===== config.mk =====
export PLATFORM = sky130hd
export DESIGN_NAME = dbg_dma_engine_flat
export DESIGN_NICKNAME = d
export VERILOG_FILES = /design/src/rtl/dbg_dma_pkg.sv /design/src/rtl/dbg_dma_engine_if.sv /design/src/rtl/dbg_dma_regs.sv /design/src/rtl/dbg_dma_engine.sv /design/src/flat_wrapper.sv
export SDC_FILE = /design/constraint.sdc
export NUM_CORES = 1
export LEC_CHECK = 0
export CAP_MARGIN = 20
export CORE_MARGIN = 2
export CORE_UTILIZATION = 50
export CTS_CLUSTER_SIZE = 24
export DETAILED_ROUTE_END_ITERATION = 16
export PLACE_DENSITY = 0.82
export SLEW_MARGIN = 25
export SYNTH_ARGS = -nofsm -noshare
export SYNTH_HDL_FRONTEND = slang
export SYNTH_SLANG_ARGS = --single-unit

===== constraint.sdc =====
create_clock -name clk_i -period 10.7 [get_ports clk_i]
set_clock_uncertainty 0.05 [all_clocks]
set_input_delay 1.07 -clock clk_i [delete_from_list [all_inputs] [get_ports clk_i]]
set_output_delay 1.07 -clock clk_i [all_outputs]
set_load 0.01 [all_outputs]

===== src/rtl/dbg_dma_pkg.sv =====
// Shared definitions for the debug DMA engine: register map, CTRL/STATUS bits, FSM codes, bank decode.
// Latency: n/a (constants and a pure function).
// Backpressure: n/a.
package dbg_dma_pkg;

    // Register word offsets within the window (dma_addr_i[2:0])
    localparam logic [2:0] REG_SRC    = 3'd0;
    localparam logic [2:0] REG_DST    = 3'd1;
    localparam logic [2:0] REG_LEN    = 3'd2;
    localparam logic [2:0] REG_CTRL   = 3'd3;
    localparam logic [2:0] REG_STATUS = 3'd4;
    localparam logic [2:0] REG_COUNT  = 3'd5;

    // CTRL bit indices
    localparam int CTRL_START = 0;
    localparam int CTRL_ABORT = 1;
    localparam int CTRL_CLR   = 2;

    // STATUS bit indices
    localparam int STAT_BUSY    = 0;
    localparam int STAT_DONE    = 1;
    localparam int STAT_ERR     = 2;
    localparam int STAT_ABORTED = 3;

    // Copy-engine state encodings
    localparam logic [2:0] ST_IDLE     = 3'd0;
    localparam logic [2:0] ST_RD_ISSUE = 3'd1;
    localparam logic [2:0] ST_RD_WAIT  = 3'd2;
    localparam logic [2:0] ST_WR_ISSUE = 3'd3;
    localparam logic [2:0] ST_FINISH   = 3'd4;

    // STATUS register layout, msb first
    typedef struct packed {
        logic aborted;
        logic err;
        logic done;
        logic busy;
    } status_t;

    // One-hot csram bank select from word-address bits [11:10]
    function automatic logic [3:0] bank_cen(input logic [1:0] bank);
        logic [3:0] cen;
        cen       = 4'b0000;
        cen[bank] = 1'b1;
        return cen;
    endfunction

endpackage


===== src/rtl/dbg_dma_engine_if.sv =====
// Bridge-side register port plus the shared 4-bank csram port of the debug DMA engine.
// Latency: n/a (wires only).
// Backpressure: csram_dbg_en_i stalls the engine; the register port has none.
interface dbg_dma_engine_if;
    logic [31:0] dma_addr_i;
    logic        dma_write_i;
    logic [31:0] dma_wdata_i;
    logic [31:0] dma_rdata_o;
    logic        csram_dbg_en_i;
    logic [3:0]  mem_cen_o;
    logic [31:0] mem_addr_o;
    logic [31:0] mem_d_o;
    logic [3:0]  mem_wen_o;
    logic [31:0] mem_q_i;

    // Bridge / csram side
    modport master (
        output dma_addr_i, dma_write_i, dma_wdata_i, csram_dbg_en_i, mem_q_i,
        input  dma_rdata_o, mem_cen_o, mem_addr_o, mem_d_o, mem_wen_o
    );

    // Engine side
    modport slave (
        input  dma_addr_i, dma_write_i, dma_wdata_i, csram_dbg_en_i, mem_q_i,
        output dma_rdata_o, mem_cen_o, mem_addr_o, mem_d_o, mem_wen_o
    );
endinterface


===== src/rtl/dbg_dma_regs.sv =====
// Register window of the debug DMA engine: write decode, SRC/DST/LEN and sticky status flags, read mux.
// Latency: writes take effect on the strobe edge; read data is combinational from the address.
// Backpressure: none; config writes and START arriving while busy are dropped and flag err.
module dbg_dma_regs
    import dbg_dma_pkg::*;
#(
    parameter logic [31:0] BASE_ADDRESS = 32'hf000_0000,
    parameter int          LEN_W        = 16
) (
    input  logic             clk_i,
    input  logic             rst_i,
    input  logic [31:0]      dma_addr,
    input  logic             dma_write,
    input  logic [31:0]      dma_wdata,
    output logic [31:0]      dma_rdata,
    input  logic             busy,
    input  logic             set_done,
    input  logic             set_aborted,
    input  logic [LEN_W-1:0] count,
    output logic [31:0]      src,
    output logic [31:0]      dst,
    output logic [LEN_W-1:0] len,
    output logic             start_cmd,
    output logic             abort_cmd,
    output logic             clr_cmd
);

    logic       hit;
    logic [2:0] off;
    logic       cfg_wr;
    logic       ctrl_wr;
    logic       set_err;
    logic       done_q;
    logic       err_q;
    logic       aborted_q;
    status_t    status;
    logic       unused_addr;

    // Only the top nibble selects the window; the word offset is in [2:0]
    assign hit         = (dma_addr[31:28] == BASE_ADDRESS[31:28]);
    assign off         = dma_addr[2:0];
    assign unused_addr = ^dma_addr[27:3];

    assign cfg_wr  = dma_write && hit && (off == REG_SRC || off == REG_DST || off == REG_LEN);
    assign ctrl_wr = dma_write && hit && (off == REG_CTRL);

    // ABORT masks START when both bits come in one write
    assign abort_cmd = ctrl_wr && dma_wdata[CTRL_ABORT];
    assign start_cmd = ctrl_wr && dma_wdata[CTRL_START] && !dma_wdata[CTRL_ABORT];
    assign clr_cmd   = ctrl_wr && dma_wdata[CTRL_CLR];
    assign set_err   = busy && (cfg_wr || start_cmd);

    // Transfer configuration, frozen while a copy is running
    always_ff @(posedge clk_i or posedge rst_i) begin
        if (rst_i) begin
            src <= '0;
            dst <= '0;
            len <= '0;
        end else if (cfg_wr && !busy) begin
            case (off)
                REG_SRC: src <= dma_wdata;
                REG_DST: dst <= dma_wdata;
                default: len <= dma_wdata[LEN_W-1:0];
            endcase
        end
    end

    // Sticky status flags; a set in the same cycle as CLR_STATUS wins
    always_ff @(posedge clk_i or posedge rst_i) begin
        if (rst_i) begin
            done_q    <= 1'b0;
            err_q     <= 1'b0;
            aborted_q <= 1'b0;
        end else begin
            if (set_done)         done_q    <= 1'b1;
            else if (clr_cmd)     done_q    <= 1'b0;
            if (set_err)          err_q     <= 1'b1;
            else if (clr_cmd)     err_q     <= 1'b0;
            if (set_aborted)      aborted_q <= 1'b1;
            else if (clr_cmd)     aborted_q <= 1'b0;
        end
    end

    assign status = '{aborted: aborted_q, err: err_q, done: done_q, busy: busy};

    // Combinational read-back; offsets 3, 6, 7 and out-of-window addresses read 0
    always_comb begin
        dma_rdata = '0;
        if (hit) begin
            case (off)
                REG_SRC:    dma_rdata = src;
                REG_DST:    dma_rdata = dst;
                REG_LEN:    dma_rdata = 32'(len);
                REG_STATUS: dma_rdata = {28'd0, status};
                REG_COUNT:  dma_rdata = 32'(count);
                default:    dma_rdata = '0;
            endcase
        end
    end

endmodule


===== src/rtl/dbg_dma_engine.sv =====
// Debug DMA engine: register window on the bridge DMA port plus a csram word-copy engine (irq under DBG_DMA_IRQ_EN).
// Latency: READ_LAT+2 cycles per word when unblocked, plus one FINISH cycle per transfer.
// Backpressure: holds in RD_ISSUE/WR_ISSUE with all memory outputs at 0 while csram_dbg_en_i is high.
module dbg_dma_engine
    import dbg_dma_pkg::*;
#(
    parameter logic [31:0] BASE_ADDRESS = 32'hf000_0000,
    parameter int          READ_LAT     = 2,
    parameter int          LEN_W        = 16
) (
    input  logic             clk_i,
    input  logic             rst_i,
    dbg_dma_engine_if.slave  bus,
    output logic             busy_o,
    output logic             irq_o
);

    localparam logic [7:0]       WAIT_LAST = 8'(READ_LAT - 1);
    localparam logic [LEN_W-1:0] ONE       = LEN_W'(1);

    logic [2:0]       state;
    logic [31:0]      src_q;
    logic [31:0]      dst_q;
    logic [LEN_W-1:0] count_q;
    logic [31:0]      data_q;
    logic [7:0]       wait_cnt;

    logic [31:0]      cfg_src;
    logic [31:0]      cfg_dst;
    logic [LEN_W-1:0] cfg_len;
    logic             start_cmd;
    logic             abort_cmd;
    logic             clr_cmd;

    logic             active;
    logic             abort_now;
    logic             issue_rd;
    logic             issue_wr;
    logic             last_word;
    logic             set_done;

    logic [3:0]       mem_cen;
    logic [31:0]      mem_addr;
    logic [31:0]      mem_d;
    logic [3:0]       mem_wen;

    dbg_dma_regs #(
        .BASE_ADDRESS (BASE_ADDRESS),
        .LEN_W        (LEN_W)
    ) u_regs (
        .clk_i       (clk_i),
        .rst_i       (rst_i),
        .dma_addr    (bus.dma_addr_i),
        .dma_write   (bus.dma_write_i),
        .dma_wdata   (bus.dma_wdata_i),
        .dma_rdata   (bus.dma_rdata_o),
        .busy        (active),
        .set_done    (set_done),
        .set_aborted (abort_now),
        .count       (count_q),
        .src         (cfg_src),
        .dst         (cfg_dst),
        .len         (cfg_len),
        .start_cmd   (start_cmd),
        .abort_cmd   (abort_cmd),
        .clr_cmd     (clr_cmd)
    );

    assign active    = (state != ST_IDLE);
    assign busy_o    = active;
    assign abort_now = abort_cmd && active;
    assign last_word = (count_q == ONE);

    // An ABORT strobe suppresses any access in its own cycle
    assign issue_rd = (state == ST_RD_ISSUE) && !bus.csram_dbg_en_i && !abort_cmd;
    assign issue_wr = (state == ST_WR_ISSUE) && !bus.csram_dbg_en_i && !abort_cmd;

    assign set_done = !abort_now &&
                      ((state == ST_FINISH) ||
                       ((state == ST_IDLE) && start_cmd && (cfg_len == '0)));

    // Memory port is all-zero unless issuing, so it can be OR-merged with the bridge
    always_comb begin
        mem_cen  = '0;
        mem_addr = '0;
        mem_d    = '0;
        mem_wen  = '0;
        if (issue_rd) begin
            mem_cen  = bank_cen(src_q[11:10]);
            mem_addr = src_q;
        end else if (issue_wr) begin
            mem_cen  = bank_cen(dst_q[11:10]);
            mem_addr = dst_q;
            mem_d    = data_q;
            mem_wen  = 4'b1111;
        end
    end

    assign bus.mem_cen_o  = mem_cen;
    assign bus.mem_addr_o = mem_addr;
    assign bus.mem_d_o    = mem_d;
    assign bus.mem_wen_o  = mem_wen;

    // Copy FSM and datapath; ABORT overrides every non-idle state
    always_ff @(posedge clk_i or posedge rst_i) begin
        if (rst_i) begin
            state    <= ST_IDLE;
            src_q    <= '0;
            dst_q    <= '0;
            count_q  <= '0;
            data_q   <= '0;
            wait_cnt <= '0;
        end else if (abort_now) begin
            state <= ST_IDLE;
        end else begin
            case (state)
                ST_IDLE: begin
                    if (start_cmd && (cfg_len != '0)) begin
                        src_q   <= cfg_src;
                        dst_q   <= cfg_dst;
                        count_q <= cfg_len;
                        state   <= ST_RD_ISSUE;
                    end
                end
                ST_RD_ISSUE: begin
                    if (issue_rd) begin
                        wait_cnt <= '0;
                        state    <= ST_RD_WAIT;
                    end
                end
                ST_RD_WAIT: begin
                    // Read data is captured regardless of bridge ownership
                    if (wait_cnt == WAIT_LAST) begin
                        data_q <= bus.mem_q_i;
                        state  <= ST_WR_ISSUE;
                    end else begin
                        wait_cnt <= wait_cnt + 8'd1;
                    end
                end
                ST_WR_ISSUE: begin
                    if (issue_wr) begin
                        src_q   <= src_q + 32'd1;
                        dst_q   <= dst_q + 32'd1;
                        count_q <= count_q - ONE;
                        state   <= last_word ? ST_FINISH : ST_RD_ISSUE;
                    end
                end
                ST_FINISH: state <= ST_IDLE;
                default:   state <= ST_IDLE;
            endcase
        end
    end

`ifdef DBG_DMA_IRQ_EN
    logic irq_q;

    // Level interrupt: raised entering FINISH or on abort, dropped by CLR_STATUS
    always_ff @(posedge clk_i or posedge rst_i) begin
        if (rst_i) begin
            irq_q <= 1'b0;
        end else if ((issue_wr && last_word) || abort_now) begin
            irq_q <= 1'b1;
        end else if (clr_cmd) begin
            irq_q <= 1'b0;
        end
    end

    assign irq_o = irq_q;
`else
    assign irq_o = 1'b0;
`endif

endmodule


===== src/flat_wrapper.sv =====
// flat-port wrapper written by rule: the top's interface ports become plain ports
module dbg_dma_engine_flat import dbg_dma_pkg::*;
#(
    parameter logic [31:0] BASE_ADDRESS = 32'hf000_0000,
    parameter int          READ_LAT     = 2,
    parameter int          LEN_W        = 16
)
  (clk_i, rst_i, busy_o, irq_o, bus_dma_addr_i, bus_dma_write_i, bus_dma_wdata_i, bus_csram_dbg_en_i, bus_mem_q_i, bus_dma_rdata_o, bus_mem_cen_o, bus_mem_addr_o, bus_mem_d_o, bus_mem_wen_o);
  dbg_dma_engine_if bus_i ();
  input  logic clk_i;
  input  logic rst_i;
  output logic busy_o;
  output logic irq_o;
  input wire logic [$bits(bus_i.dma_addr_i)-1:0] bus_dma_addr_i;
  input wire logic [$bits(bus_i.dma_write_i)-1:0] bus_dma_write_i;
  input wire logic [$bits(bus_i.dma_wdata_i)-1:0] bus_dma_wdata_i;
  input wire logic [$bits(bus_i.csram_dbg_en_i)-1:0] bus_csram_dbg_en_i;
  input wire logic [$bits(bus_i.mem_q_i)-1:0] bus_mem_q_i;
  output wire logic [$bits(bus_i.dma_rdata_o)-1:0] bus_dma_rdata_o;
  output wire logic [$bits(bus_i.mem_cen_o)-1:0] bus_mem_cen_o;
  output wire logic [$bits(bus_i.mem_addr_o)-1:0] bus_mem_addr_o;
  output wire logic [$bits(bus_i.mem_d_o)-1:0] bus_mem_d_o;
  output wire logic [$bits(bus_i.mem_wen_o)-1:0] bus_mem_wen_o;
  assign bus_i.dma_addr_i = bus_dma_addr_i;
  assign bus_i.dma_write_i = bus_dma_write_i;
  assign bus_i.dma_wdata_i = bus_dma_wdata_i;
  assign bus_i.csram_dbg_en_i = bus_csram_dbg_en_i;
  assign bus_i.mem_q_i = bus_mem_q_i;
  assign bus_dma_rdata_o = bus_i.dma_rdata_o;
  assign bus_mem_cen_o = bus_i.mem_cen_o;
  assign bus_mem_addr_o = bus_i.mem_addr_o;
  assign bus_mem_d_o = bus_i.mem_d_o;
  assign bus_mem_wen_o = bus_i.mem_wen_o;
  dbg_dma_engine #(.BASE_ADDRESS(BASE_ADDRESS), .READ_LAT(READ_LAT), .LEN_W(LEN_W)) u_core (.clk_i(clk_i), .rst_i(rst_i), .bus(bus_i), .busy_o(busy_o), .irq_o(irq_o));
endmodule

==> metrics.md, run 1 <==
| Metric | Value |
|---|---|
| Outcome | complete, no violations |
| Cells after Synth | between 1000 and 1500 |
| Number of synthesized flops with an enable pin | 0 |
| Via count of the first global-routing pass | about 10000 |
| Maximum number of pins on one net before global-route repair | 134 |
| Post-CTS resize count | 0 |
| Worst min-delay path class | flip-flop to flip-flop |
| CP Launch Point | bus_dma_addr_i[2] |
| Total number of vias | approximately 10000 |
| Worst slew margin relative to its limit | 0.277 |
| Gr usage total | 0.270 |
| RR Startpoint | u_core.state[1] |
| Fill count | 1812 |
| Ports | between 200 and 250 |
| Commonest cells post-synth | sky130_fd_sc_hd__dfrtp_1 (206), sky130_fd_sc_hd__nor2_1 (110), sky130_fd_sc_hd__mux2_2 (105), sky130_fd_sc_hd__a21oi_1 (100), sky130_fd_sc_hd__nand2_1 (80) |
| TNS Setup | 0 ns |
| Proportion of netlist area held by the largest area contributor | 0.445 |
| Mean cell area of the mapped netlist | 9.73 sq um |
| Critical path class | input port to output pin |
| Final weighted congestion in routability-driven placement | around 0.87 |
| Reg2reg setup slack | about 6.9 ns |
| Portion of the post-synthesis area used by sequential elements | 0.445 |
| Clock share of power | 0.221 |
| Combined area of all synthesized cells | 11600 sq um |
| Net load switching power | roughly 1.4 mW |
| Overall die height | 156 um |
| Synth warnings | 0 |
| Setup repair after global routing missed its margin | false |
| Net Count, Synth | roughly 1300 |
| Maximum achievable frequency | 170 MHz |
| Starting utilization of the core area | 0.510 |
| Placed cell count | approximately 1600 |
| Die width | between 150 and 200 um |
| Critical path data required time | roughly 9.6 ns |
| Final cell count without fillers | about 1600 |
| Detailed Place HPWL | between 20 and 25 mm |
| Worst Reg2Reg Path Length in Cells | 7 |
| Worst min-delay path startpoint | u_core.data_q[10] |
| Post-synth top flop | sky130_fd_sc_hd__dfrtp_1 |
| Clock tree from TritonCTS | yes |
| Level count of the clock H-tree | 1 |
| Count of buffers from port buffering | 179 |
| Slew at the pin with the worst max-slew slack | 1.08 ns |
| Area of the core | 22700 sq um |
| Sequential fraction of design power | 0.356 |
| Total congestion overflow after global routing | 0 |
| Quantity of hold-fixing buffers added after cts | 0 |
| Post-DR vias/cell | around 6.5 |
| Post-layout min period | 5.89 ns |
| Synth area leaders | sky130_fd_sc_hd__dfrtp_1 (45%), sky130_fd_sc_hd__mux2_2 (10%), sky130_fd_sc_hd__a21oi_1 (4.3%), sky130_fd_sc_hd__nor2_1 (3.6%), sky130_fd_sc_hd__o21ai_0 (3.0%) |
| Yosys top cell by area | sky130_fd_sc_hd__dfrtp_1 |
| Max IR drop VDD | between 0.1 and 0.15 mV |
| Crit. End Element | output pin |
| Fraction of power consumed by combinational cells | 0.423 |
| Drt first-iter violations | roughly 1100 |
| Cell internal power dissipation | ~2.1 mW |
| Total Wirelength | around 34 mm |
| Maximum fanout encountered on the critical timing path | 37 |
| Antenna violations before repair | 1 |
| Register clock-pin slew on the reported worst setup and hold paths | ~0.060 ns |
| Remaining antenna violation count after routing | 0 |
| Post-CTS setup buffer count | 0 |
| Hold violation count in the final report | 0 |
| Global-route wire length before repair | roughly 53 mm |
| Switching portion of total power | 0.398 |
| Setup violations, final | 0 |
| Later-pin clock latency in the skew report | around 0.53 ns |
| Number of sinks driven by the clock tree | between 200 and 250 |
| Fraction of layout instances using a drive strength above 1 | 0.167 |
| Part of the cycle the worst path needs | 0.551 |
| Unique masters post-synth | 65 |
| Leak Pwr | ~5.9 nW |
| Row Count | 55 |
| Number of stages on the worst hold path | 1 |
| Capture point of the worst reg-to-reg path | u_core.dst_q[23] |
| Clk Tree Root Cell | sky130_fd_sc_hd__clkbuf_16 |
| Flip-flop and latch count after synthesis | between 200 and 250 |
| CTS Buffer Depth | 3 |
| Hold Crit Endpoint | u_core.data_q[10] |
| Fraction of registers with async set/reset | 1.00 |
| Number of optimization iterations in the first detailed-route pass | 6 |
| Arrival time of data at the critical path endpoint | 4.77 ns |
| TritonCTS Buffers | 23 |
| Pwr dens | ~250 nW/um^2 |
| Signed area change from the synthesized netlist to the final layout | 22.7% |
| Max-capacitance violation count | 0 |
| # nets final | around 1400 |
| Area of the die | around 24000 sq um |
| Critical path startpoint category | input port |
| Final Max Slew Viols | 0 |
| Routed length per placed instance | about 21 um |
| Most numerous cell in the Yosys netlist | sky130_fd_sc_hd__dfrtp_1 |
| Drt drc | 0 |
-- registers in the layout (all words and copies together) (netlist names) --
signal,cells
u_core.u_regs.err_q,1
u_core.data_q,32
u_core.count_q,16
u_core.u_regs.dst,32
u_core.src_q,32
u_core.dst_q,32
u_core.u_regs.src,32
u_core.wait_cnt,8
u_core.u_regs.done_q,1
u_core.u_regs.len,16
u_core.state,3
u_core.u_regs.aborted_q,1
-- metal layers --
metal | vias to the layer above | wire (um) | track usage
li1 | 4670 | - | -
met2 | 580 | 15800 | 0.436
met3 | 97 | 3180 | 0.0611
met4 | 0 | 1340 | 0.111
met1 | 5099 | 13400 | 0.353
met5 | - | 0 | 0
-- critical path, cell delays in order --
cell	delay, ns
sky130_fd_sc_hd__clkdlybuf4s50_1	1.12
sky130_fd_sc_hd__and4b_1	0.31
sky130_fd_sc_hd__a31oi_2	0.17
sky130_fd_sc_hd__buf_4	0.34
sky130_fd_sc_hd__nand2_1	0.28
sky130_fd_sc_hd__inv_2	0.58
sky130_fd_sc_hd__nand2_1	0.16
sky130_fd_sc_hd__o22ai_1	0.16
sky130_fd_sc_hd__clkdlybuf4s50_1	0.56
-- cells by family after synthesis --
kind of cell	Yosys count	share of synthesized area
AO/OA/AOI/OAI	345	0.205
XOR/XNOR	4	0.00303
adder cells (fa/ha/maj)	6	0.00648
buffers and inverters	111	0.0420
flip-flops	206	0.445
multiplexers	129	0.128
other	1	0.000324
AND/OR/NAND/NOR	388	0.170
-- layout by cell type (no fill, tap or decap), types with 5 or more instances in the layout --
master                            netlist  layout
sky130_fd_sc_hd__nand2_1               80      80
sky130_fd_sc_hd__a21oi_2               20      21
sky130_fd_sc_hd__a31oi_1               11      11
sky130_fd_sc_hd__ha_1                   6       6
sky130_fd_sc_hd__nand3_1               42      42
sky130_fd_sc_hd__a22oi_1               18      18
sky130_fd_sc_hd__and3_1                47      47
sky130_fd_sc_hd__a22o_1                31      31
sky130_fd_sc_hd__nor3_1                22      21
sky130_fd_sc_hd__inv_1                 18      16
sky130_fd_sc_hd__mux2_1                 6       6
sky130_fd_sc_hd__or3_1                 17      17
sky130_fd_sc_hd__clkdlybuf4s50_1        0     179
sky130_fd_sc_hd__o2bb2ai_1              6       6
sky130_fd_sc_hd__o32ai_1                5       5
sky130_fd_sc_hd__and2_1                 6       6
sky130_fd_sc_hd__nor2_1               110     109
sky130_fd_sc_hd__nor4_1                13      13
sky130_fd_sc_hd__mux2_2               105     105
sky130_fd_sc_hd__nand4_1               21      21
sky130_fd_sc_hd__clkbuf_8               0       6
sky130_fd_sc_hd__o22ai_1               29      29
sky130_fd_sc_hd__and4_1                 5       5
sky130_fd_sc_hd__mux2i_1               14      14
sky130_fd_sc_hd__a2bb2oi_1             15      15
sky130_fd_sc_hd__a2bb2oi_2             18      18
sky130_fd_sc_hd__clkbuf_16              0      23
sky130_fd_sc_hd__a21oi_1              100      99
sky130_fd_sc_hd__buf_4                  5      16
sky130_fd_sc_hd__o21ai_0               70      70
sky130_fd_sc_hd__dfrtp_1              206     206
-- how the worst max path moves through the flow --
| stage | slack (ns) | end | cells past startpoint |
|---|---|---|---|
| 3_3_place_gp | 4.47 | bus_mem_cen_o[2] | 9 |
| 4_1_cts | 4.80 | bus_mem_cen_o[2] | 9 |
| 3_5_place_dp | 4.81 | bus_mem_cen_o[2] | 9 |
| 5_1_grt | 4.55 | bus_mem_cen_o[2] | 9 |
| 6_report | 4.81 | bus_mem_cen_o[2] | 9 |
| 2_1_floorplan | 3.96 | u_core.count_q[0] | 1 |
-- metrics by stage --
stage / hold slack, ns / total power, mW / util / setup WS, ns / area [sq um]
finish: 0.434 / 3.52 / 0.626 / 4.81 / 14200
CTS: 0.438 / 3.50 / 0.625 / 4.80 / 14200
floorplan: 0.384 / 2.28 / - / 3.96 / 11600
global placement: 0.410 / 2.65 / 0.593 / 4.47 / 13500
global route: 0.458 / 3.70 / 0.626 / 4.55 / 14200
detailed placement: 0.425 / 2.72 / 0.593 / 4.81 / 13500
-- area by class of cell --
type	instances	area, sq um	area share
flip-flops and latches	206	5150	0.363
clock buffers	30	662	0.0466
inverters	19	83.8	0.00590
multi-input cells	873	5960	0.419
well taps	285	357	0.0251
diodes	1	2.50	0.000176
clock inverters	7	68.8	0.00484
repair buffers	196	1920	0.135
-- power groups by stage --
stage | clock network, mW | registers (mW) | logic [mW]
CTS | 0.785 | 1.24 | 1.48
global placement | 0 | 1.24 | 1.41
floorplan | 0 | 1.16 | 1.12
finish | 0.777 | 1.25 | 1.49
detailed placement | 0 | 1.25 | 1.47
global route | 0.812 | 1.28 | 1.61
Note: power is estimated with default switching activity, not from simulation.
==> inputs of run 2 (changes only) <==
--- a/config.mk
+++ b/config.mk
@@ -7,10 +7,10 @@
 export LEC_CHECK = 0
 export CAP_MARGIN = 20
 export CORE_MARGIN = 2
-export CORE_UTILIZATION = 50
+export CORE_UTILIZATION = 48
 export CTS_CLUSTER_SIZE = 24
 export DETAILED_ROUTE_END_ITERATION = 16
-export PLACE_DENSITY = 0.82
+export PLACE_DENSITY = 0.83
 export SLEW_MARGIN = 25
 export SYNTH_ARGS = -nofsm -noshare
 export SYNTH_HDL_FRONTEND = slang
==> constraint.sdc (replaced) <==
create_clock -name clk_i -period 4.83 [get_ports clk_i]
set_clock_uncertainty 0.05 [all_clocks]
set_input_delay 0.483 -clock clk_i [delete_from_list [all_inputs] [get_ports clk_i]]
set_output_delay 0.483 -clock clk_i [all_outputs]
set_load 0.01 [all_outputs]
==> run 2 against run 1 <==
Net effect:
- first-iteration DRC count grew 9.9%
- total power grew 120%
- setup slack lost 3.8 ns
==> metrics.md, run 2 (synthesis gave the netlist of run 1 again) <==
| Metric | Value |
|---|---|
| Fraction of layout instances using a drive strength above 1 | 0.171 |
| Drt first-iter violations | between 1000 and 1500 |
| TritonCTS Buffers | 23 |
| Reg2reg setup slack | 1.46 ns |
| Level count of the clock H-tree | 1 |
| Number of antenna repair diodes | 0 |
| Top Family by Delay on Critical Path | buffers and inverters |
| Slowest CP cell | sky130_fd_sc_hd__clkdlybuf4s50_1 |
| Area of the die | around 25000 sq um |
| Post-DR vias/cell | ~6.3 |
| Post-CTS setup buffer count | 0 |
| Antenna violations before repair | 0 |
| Placed cell count | 1620 |
| Overall die height | 159 um |
| TNS Setup | 0 ns |
| Drt drc | 0 |
| Maximum achievable frequency | between 200 and 300 MHz |
| Maximum fanout encountered on the critical timing path | 17 |
| Ports | 206 |
| Setup slack after placement | 0.881 ns |
| Outcome | complete, no violations |
| Signed area change from the synthesized netlist to the final layout | 24.3% |
| Worst min-delay path class | flip-flop to flip-flop |
| Area of the core | 23500 sq um |
| Global-route wire length before repair | about 55 mm |
| Worst path cell trace | clkdlybuf4s50_1 -> and4_1 -> a31oi_2 -> nand2_1 -> inv_1 -> buf_4 -> nand2_1 -> o22ai_1 -> clkdlybuf4s50_1 |
| Pwr dens | 547 nW/um^2 |
| Routed length per placed instance | between 20 and 25 um |
| Commonest cells after routing, fill and taps aside | sky130_fd_sc_hd__dfrtp_1 (206), sky130_fd_sc_hd__clkdlybuf4s50_1 (179), sky130_fd_sc_hd__nor2_1 (109) |
| # nets final | around 1400 |
| Total congestion overflow after global routing | 0 |
| Detailed Place HPWL | about 22 mm |
| Total number of vias | approximately 10000 |
| Count of buffers from port buffering | 179 |
| Row Count | 56 |
| Arrival time of data at the critical path endpoint | between 3 and 4 ns |
| Final cell count without fillers | around 1700 |
| Setup violations, final | 0 |
| Die width | ~160 um |
| Maximum number of pins on one net before global-route repair | ~180 |
| Via count of the first global-routing pass | a little over 10000 |
| Part of the cycle the worst path needs | 0.786 |
| Hold slack final | about 0.42 ns |
| Worst slew margin relative to its limit | 0.369 |
| Leak Pwr | ~5.9 nW |
| Setup repair after global routing missed its margin | false |
| Later-pin clock latency in the skew report | 0.50 ns |
| Clk Tree Root Cell | sky130_fd_sc_hd__clkbuf_16 |
| Critical path class | input port to output pin |
| Most common library cell in the layout ignoring fill and taps | sky130_fd_sc_hd__dfrtp_1 |
| Number of sinks driven by the clock tree | between 200 and 250 |
| WP buf/inv | 4 |
| Gr usage total | 0.261 |
| Post-CTS resize count | 0 |
| Number of optimization iterations in the first detailed-route pass | 7 |
| Final weighted congestion in routability-driven placement | 0.941 |
| Clock tree from TritonCTS | yes |
| Critical path startpoint category | input port |
| Starting utilization of the core area | 0.492 |
| Overall power after layout | between 7 and 8 mW |
| Final Max Slew Viols | 0 |
| Slew at the pin with the worst max-slew slack | around 0.94 ns |
| Max-capacitance violation count | 0 |
| Remaining antenna violation count after routing | 0 |
| Register clock-pin slew on the reported worst setup and hold paths | ~0.050 ns |
| Max IR drop VDD | between 0.4 and 0.5 mV |
| CTS Buffer Depth | 3 |
| Total Wirelength | 34.1 mm |
| Crit. End Element | output pin |
| Hold violation count in the final report | 0 |
| Critical path data required time | ~4.3 ns |
| Final Worst Setup Slack | 1.04 ns |
| Delay contributed by the slowest stage of the critical path | roughly 0.6 ns |
| Post-layout min period | ~3.8 ns |
| Quantity of hold-fixing buffers added after cts | 0 |
-- run 2: path summary, 6_finish.rpt --
| path | from | to | depth (start not counted) |
|---|---|---|---|
| worst max-delay path | bus_dma_addr_i[30] | bus_mem_cen_o[2] | 9 |
| worst min-delay path | u_core.data_q[11] | u_core.data_q[11] | 1 |
| worst max register to register | u_core.state[2] | u_core.dst_q[20] | 8 |
| worst min register to register | u_core.data_q[11] | u_core.data_q[11] | 1 |
| max in group asynchronous | rst_i | u_core.data_q[10] | 3 |
| min in group asynchronous | rst_i | u_core.dst_q[0] | 2 |
-- run 2: per-layer routing --
metal | vias up | global-route usage | wire length (um)
li1 | 4693 | - | -
met1 | 5170 | 0.351 | 13900
met2 | 543 | 0.435 | 16500
met3 | 86 | 0.0313 | 2470
met4 | 0 | 0.0959 | 1140
met5 | - | 0 | 0
-- run 2: final cells by class --
type	instances	area [sq um]
Sequential cell	206	5150
Tap cell	319	399
Clock buffer	34	687
Inverter	19	75.1
Timing Repair Buffer	204	2050
Clock inverter	6	61.3
Fill cell	1931	9150
Multi-Input combinational cell	873	5960
-- run 2: metrics by stage --
step / instance area, sq um / util
global placement: 13600 / 0.578
floorplan: 11600 / -
finish: 14400 / 0.611
global route: 14400 / 0.611
CTS: 14400 / 0.610
detailed placement: 13600 / 0.578
-- run 2: report_power, final --
group | switching [mW] | total, mW | internal, mW
clock network | 0.706 | 1.74 | 1.04
registers | 0.543 | 2.76 | 2.22
logic | 1.87 | 3.37 | 1.50
-- run 2: worst reg2reg max path: stages, from the launching register on --
cell and delay [ns]:
sky130_fd_sc_hd__dfrtp_1 0.79, sky130_fd_sc_hd__nor3_1 0.10, sky130_fd_sc_hd__buf_4 0.19, sky130_fd_sc_hd__inv_2 0.14, sky130_fd_sc_hd__a21oi_2 0.08, sky130_fd_sc_hd__or4_2 0.89, sky130_fd_sc_hd__buf_4 0.46, sky130_fd_sc_hd__o21ai_0 0.37
sky130_fd_sc_hd__o21ai_0 0.15
